$ cat config.mk
export PLATFORM = sky130hd
export DESIGN_NAME = router_port_receiver
export DESIGN_NICKNAME = d
export VERILOG_FILES = /design/src/rtl/router_port_receiver.sv
export SDC_FILE = /design/constraint.sdc
export NUM_CORES = 1
export LEC_CHECK = 0
export CAP_MARGIN = 20
export CORE_MARGIN = 1
export CORE_UTILIZATION = 50
export CTS_BUF_LIST = sky130_fd_sc_hd__clkbuf_8 sky130_fd_sc_hd__clkbuf_16
export DETAILED_ROUTE_END_ITERATION = 10
export HOLD_SLACK_MARGIN = 0.08
export PLACE_DENSITY = 0.83
export SYNTH_ARGS = -nofsm -noshare
export SYNTH_HDL_FRONTEND = slang
export SYNTH_SLANG_ARGS = --single-unit
$ cat constraint.sdc
create_clock -name clock -period 2.6 [get_ports clock]
set_input_delay 0.52 -clock clock [delete_from_list [all_inputs] [get_ports clock]]
set_output_delay 0.52 -clock clock [all_outputs]
set_load 0.02 [all_outputs]
$ cat src/rtl/router_port_receiver.sv
// router_port_receiver: drains one router output FIFO, parses header/payload/parity,
// flags parity and address errors, counts packets and aborts stalled packets.
module router_port_receiver #(
    parameter int         READ_DELAY = 0,
    parameter int         TIMEOUT    = 31,
    parameter logic [1:0] PORT_ADDR  = 2'b00
) (
    input  logic        clock,
    input  logic        reset,
    input  logic        enable,
    input  logic        vld_out,
    input  logic [7:0]  data_out,
    output logic        read_enb,
    output logic [7:0]  rx_data,
    output logic        rx_data_valid,
    output logic [5:0]  rx_len,
    output logic [1:0]  rx_addr,
    output logic        pkt_done,
    output logic        parity_err,
    output logic        addr_err,
    output logic        pkt_abort,
    output logic [15:0] pkt_count,
    output logic        busy
);
    typedef enum logic [2:0] {IDLE, DELAY, HDR_RD, HDR_WAIT, BODY, DONE} state_t;

    localparam logic [4:0] DLY_LAST = 5'(READ_DELAY - 1);
    localparam logic [7:0] TO_LAST  = 8'(TIMEOUT - 1);

    state_t      state_q;
    logic [4:0]  dly_q;
    logic [7:0]  to_q, to_d;
    logic [6:0]  iss_q, cap_q;
    logic        pend_q;
    logic [7:0]  par_q;
    logic [7:0]  rx_data_q;
    logic        rx_data_valid_q;
    logic [5:0]  rx_len_q;
    logic [1:0]  rx_addr_q;
    logic        pkt_done_q, parity_err_q, addr_err_q, pkt_abort_q;
    logic [15:0] pkt_count_q;
    logic        body_rd, timeout, last_cap;

    // body reads cover the payload plus the trailing parity byte
    assign body_rd  = (state_q == BODY) && vld_out && (iss_q < {1'b0, rx_len_q} + 7'd1);
    assign read_enb = (state_q == HDR_RD) || body_rd;
    assign busy     = state_q != IDLE;
    assign to_d     = vld_out ? 8'd0 : to_q + 8'd1;
    assign timeout  = !vld_out && (to_q == TO_LAST);
    assign last_cap = pend_q && (cap_q == {1'b0, rx_len_q});

    assign rx_data       = rx_data_q;
    assign rx_data_valid = rx_data_valid_q;
    assign rx_len        = rx_len_q;
    assign rx_addr       = rx_addr_q;
    assign pkt_done      = pkt_done_q;
    assign parity_err    = parity_err_q;
    assign addr_err      = addr_err_q;
    assign pkt_abort     = pkt_abort_q;
    assign pkt_count     = pkt_count_q;

    always_ff @(posedge clock or posedge reset) begin
        if (reset) begin
            state_q         <= IDLE;
            dly_q           <= '0;
            to_q            <= '0;
            iss_q           <= '0;
            cap_q           <= '0;
            pend_q          <= 1'b0;
            par_q           <= '0;
            rx_data_q       <= '0;
            rx_data_valid_q <= 1'b0;
            rx_len_q        <= '0;
            rx_addr_q       <= '0;
            pkt_done_q      <= 1'b0;
            parity_err_q    <= 1'b0;
            addr_err_q      <= 1'b0;
            pkt_abort_q     <= 1'b0;
            pkt_count_q     <= '0;
        end else begin
            rx_data_valid_q <= 1'b0;
            pkt_done_q      <= 1'b0;
            pkt_abort_q     <= 1'b0;
            pend_q          <= body_rd;
            case (state_q)
                IDLE: if (vld_out && enable) begin
                    dly_q   <= '0;
                    state_q <= (READ_DELAY == 0) ? HDR_RD : DELAY;
                end
                DELAY: begin
                    dly_q   <= dly_q + 5'd1;
                    state_q <= (dly_q == DLY_LAST) ? HDR_RD : DELAY;
                end
                HDR_RD: begin
                    to_q    <= '0;
                    state_q <= HDR_WAIT;
                end
                HDR_WAIT: begin
                    to_q <= to_d;
                    if (timeout) begin
                        pkt_abort_q <= 1'b1;
                        state_q     <= IDLE;
                    end else begin
                        rx_len_q     <= data_out[7:2];
                        rx_addr_q    <= data_out[1:0];
                        par_q        <= data_out;
                        parity_err_q <= 1'b0;
                        addr_err_q   <= 1'b0;
                        iss_q        <= '0;
                        cap_q        <= '0;
                        state_q      <= BODY;
                    end
                end
                BODY: begin
                    to_q <= to_d;
                    if (body_rd) iss_q <= iss_q + 7'd1;
                    // a completing parity capture wins over a simultaneous timeout
                    if (last_cap) begin
                        parity_err_q <= data_out != par_q;
                        addr_err_q   <= rx_addr_q != PORT_ADDR;
                        pkt_done_q   <= 1'b1;
                        pkt_count_q  <= pkt_count_q + 16'd1;
                        state_q      <= DONE;
                    end else begin
                        if (pend_q) begin
                            rx_data_q       <= data_out;
                            rx_data_valid_q <= 1'b1;
                            par_q           <= par_q ^ data_out;
                            cap_q           <= cap_q + 7'd1;
                        end
                        if (timeout) begin
                            pkt_abort_q <= 1'b1;
                            state_q     <= IDLE;
                        end
                    end
                end
                DONE: state_q <= IDLE;
                default: state_q <= IDLE;
            endcase
        end
    end
endmodule

-- Word level (Yosys, flattened, before mapping)
Index checks and enable logic that the tools add are counted.
- reductions and logical operators: 22
- $lt $le $gt $ge: 1
- eq/ne operators: 15
- multiplexer cells: 33
- bitwise gates (word level): 3
- $add $sub $neg: 6
- operators with widths (kind ; count):
    $mux W8 ; 4
    $pmux W8 S2 ; 2
    $mux W7 ; 4
    $pmux W7 S2 ; 2
    $add A16 B1 Y16 const B ; 1
    $pmux W3 S5 ; 1
    $add A7 B1 Y7 const B ; 2
    $mux W3 ; 4
    $ne A2 B2 Y1 const B ; 6
    $mux W1 ; 10
    $pmux W5 S2 ; 1
    $reduce_and A3 Y1 ; 3
    $add A8 B1 Y8 const B ; 1
    $eq A8 B5 Y1 const B ; 1
    $ne A8 B8 Y1 ; 1
    $reduce_and A2 Y1 ; 4
    $reduce_bool A2 Y1 ; 4
    $xor A8 B8 Y8 ; 1
    $add A6 B1 Y7 const B ; 1
    $eq A7 B6 Y1 ; 1
    $lt A7 B7 Y1 ; 1
    $eq A3 B2 Y1 const B ; 2
    $pmux W1 S2 ; 3
    $add A5 B1 Y5 const B ; 1
    14 further kinds ; 19
- input bits: 12
- word-level logic and storage cells: 96
- bits in registers: 76
- output and inout port bits: 39

-- Logic depth before layout (Yosys ltp)
- depth after elaboration: 5
- mapped depth: 10
- mapped depth without buffers: 9

-- Worst setup path after synthesis
No wires, ideal clock.
- kind: register to output
- from: register rx_len_q[0], in the netlist rx_len[0]
- to: output port read_enb
- required time: 2.080 ns
- path buffers: 1
- stages on the path, launching flop included: 11
- path slack: -0.307 ns
- arrival time: 2.387 ns
- cells stage by stage: dfrtp_1 > ha_1 > nand3_1 > xor2_1 > ha_1 > nand4_1 > a211oi_1 > or3_1 > clkbuf_1 > inv_1 > a31o_2
- word-level cells in the longest chain between the ends: 4
- ends and longest elaborated chain (item ; line ; RTL):
    start, declared ; 38 ; logic [5:0] rx_len_q;
    start signal, assigned ; 104 ; rx_len_q <= data_out[7:2];
    $add A6 B1 Y7 ; 45 ; assign body_rd = (state_q == BODY) && vld_out && (iss_q < {1'b0, rx_len_q} + 7'd1);
    $lt A7 B7 Y1 ; 45 ;
    $logic_and A1 B1 Y1 ; 45 ;
    named net body_rd ; 42 ; logic body_rd, timeout, last_cap;
    $logic_or A1 B1 Y1 ; 46 ; assign read_enb = (state_q == HDR_RD) || body_rd;
    end, declared ; 13 ; output logic read_enb,
The timed path passes the listed nets, and every way through them passes these cells.

-- Worst setup path after layout
Ends and elaborated chain as after synthesis.

==> out/results.ini <==
[outcome]
status=finished with violations
violations=negative setup slack

[critical_path]
cp-start-kind=flop
path_cells=ha_4, nand3_2, xor2_1, ha_1, a211oi_2, nor2_2, or3_4, inv_4, a31o_4, buf_6
slowest_delay_ns=0.43
reg2reg_slack_ns=-0.11
path_class=flop to output port
critPathBufInv=2
worstPathMaxFanout=2
crit_family=simple AND/OR/NAND/NOR gates
arrival_ns=2.41
worstPathRequired_ns=2.08
crit_path_end_kind=output port
crit_slowest_cell=dfrtp_2

[final_layout]
finalInstanceArea_sq_um=5130
diodes=0
syn_to_final_growth_pct=30.4
final_nets=500
layout-drive-gt1-share_pct=21.5

[timing]
min_period_ns=2.93
hold_viol_final=0
fin_ws_ns=-0.334
slew_headroom_pct=46.7
max_clock_freq_mhz=341
max_slew.worst_pin.slew_ns=0.797
finalMaxSlewViolations=0
skew_ns=0.00826
setup_viol=5
rsz0062_at_grt=true
fin_crit_sh_pct=113

[worst_hold_path]
worst_hold_path_type=input port to async pin

[yosys]
yosys.area_share.simple_pct=20.5
synth_flop_cell=dfrtp_1
synth_area_sq_um=3930
synth_edf_count=0
yosysMostFrequentCell=dfrtp_1
synth.avg_cell_area_sq_um=10.2
yosysUniqueCellTypes=53
synth_xor_area_share_pct=7.57
synthMuxAreaShare_pct=4.39
yosys.area_share.adder_pct=4.46
synthArstFlopShare_pct=100
synth_nets=413
ys_top_cells_by_area=dfrtp_1 48%, xnor2_1 5.1%, nand2_1 4.5%
synth_top_family_by_area=simple AND/OR/NAND/NOR gates
synth_compound_gate_area_share_pct=11.9
seq_area_frac_synth_pct=48.4
ys_warn_count=0
syn_inst=387
synth_top_area_cell=dfrtp_1
synthTopCellsByCount=76 x dfrtp_1, 47 x nand2_1, 27 x nand3_1
ys_ff_latch=76
synth_top_area_share_pct=48.4

[cts]
cts_root_buffer=clkbuf_8
cts_tree=built
worstSkewPairLatency_ns=0.37
cts_buffers=9
path_clk_slew_ns=0.08
hold_buffers=0
clockBufferDepth=2
htreeDepth=3
clock_sinks=76

[floorplan]
coreArea_sq_um=7410
io-pin-count=51
rows=31
die_w_um=90.7
initial_core_util_pct=53.1
die_area_sq_um=8220
die_y_um=90.7

[global_routing]
grt_pass1_wl_um=15400
antenna_found_initial=0
grt_pass1_vias=3272
grt_overflow=0
grt.total_usage_pct=23.7
grt_max_degree=34

[run]
max_cap_violations=0

[routing]
post-route-drc-count=0
wire_per_inst_um=15.5
viasPerCell=5.64
dr.pass1.iters=4
ant_nets=0
drt_iter0_markers=172
drt-total-wl_um=8940
vias=3259

[pwr]
ir_worst_vdd_v=0.000598
power_per_cell_area_nw_per_um2=889
p_leak_uw=0.00229

[placed_design]
port_buffers=50
place_congestion=0.833
placed_area_sq_um=4790
dp_hpwl_um=6180
place_ws_ns=-0.454

-- area by class of cell --
cell class              count  area (sq um)
fillers                   528          2280
multi-input cells         286          1980
flip-flops and latches     76          1910
repair buffers             90           838
clock buffers              10           138
well taps                  99           124
clock inverters             6          86.3
inverters                  11          47.5
-- path summary, 6_finish.rpt --
path / cells after the start / start / end
setup / recovery: 10 / rx_len[0] / read_enb
hold / removal: 2 / reset / pkt_count[3]
setup reg to reg: 12 / rx_len[0] / iss_q[5]
hold reg to reg: 1 / pkt_count[15] / pkt_count[15]
max in group asynchronous: 3 / reset / rx_len[3]
min in group clock: 1 / pkt_count[15] / pkt_count[15]
-- power breakdown --
group | switching [uW] | internal, uW | total (uW)
logic | 937 | 912 | 1850
registers | 236 | 1450 | 1690
clock network | 458 | 566 | 1020
total | 1630 | 2930 | 4560
-- metrics by stage --
step	cells	TNS (ns)	utilization [%]	power, uW	hold WS (ns)
6_report	578	-0.572	69.2	4560	0.481
5_1_grt	578	-1.14	69.2	4830	0.489
4_1_cts	578	-0.382	68.9	4530	0.485
3_5_place_dp	554	-0.454	64.6	3450	0.470
3_3_place_gp	554	-0.393	64.6	3370	0.464
2_1_floorplan	387	-0.0172	-	2740	0.445
-- kinds of logic (layout without fill, tap and decap cells) --
logic type / count (synthesis) / in the layout
mux: 16 / 16
simple gates: 155 / 155
xor+xnor: 34 / 34
fa+ha+maj: 14 / 14
buf+inv: 25 / 117
flops: 76 / 76
compound gates: 67 / 67
-- what timing repair did --
item                       CTS  global route
pin swaps                   11             9
buffers inserted             8             2
setup endpoints to repair    1             9
gates cloned                 0             0
gates resized for setup     16            11
-- routing by layer --
layer | wire, um | part of all wire (%) | vias up | global-route usage [%]
li1 | - | - | 1553 | -
met1 | 3880 | 43 | 1618 | 29.8
met2 | 4520 | 51 | 68 | 38.7
met3 | 384 | 4.3 | 20 | 6.23
met4 | 157 | 1.8 | 0 | 9.81
met5 | 0 | 0 | - | 0
-- registers in the layout, summed over array words and instances, names as in the netlist --
name and flops:
addr_err 1, cap_q 7, dly_q 5, iss_q 7
par_q 8, parity_err 1, pend_q 1, pkt_abort 1
pkt_count 16, pkt_done 1, rx_addr 2, rx_data 8
rx_data_valid 1, rx_len 6, state_q 3, to_q 8
-- cells in the final DEF, fill, tap and decap left out, types with 3 or more instances in the layout --
| cell type | synthesis | layout |
|---|---|---|
| dfrtp_1 | 76 | 71 |
| clkdlybuf4s50_1 | 0 | 49 |
| nand2_1 | 47 | 46 |
| buf_4 | 2 | 35 |
| nand3_1 | 27 | 26 |
| xnor2_1 | 23 | 23 |
| nor2_1 | 23 | 22 |
| o21ai_0 | 24 | 18 |
| ha_1 | 14 | 13 |
| nand4_1 | 12 | 12 |
| nor3_1 | 11 | 11 |
| xor2_1 | 11 | 11 |
| mux2_2 | 10 | 10 |
| clkbuf_8 | 0 | 10 |
| inv_1 | 10 | 8 |
| o21a_1 | 7 | 7 |
| nand2b_1 | 6 | 6 |
| mux2i_1 | 6 | 6 |
| o31ai_1 | 6 | 6 |
| a21oi_1 | 5 | 5 |
| o221a_2 | 5 | 5 |
| dfrtp_2 | 0 | 5 |
| and3_1 | 5 | 4 |
| buf_6 | 1 | 4 |
| a22o_1 | 3 | 3 |
| o21ai_2 | 0 | 3 |
| o21ai_1 | 0 | 3 |
| and2_1 | 3 | 3 |
Note: power is estimated with default switching activity, not from simulation.
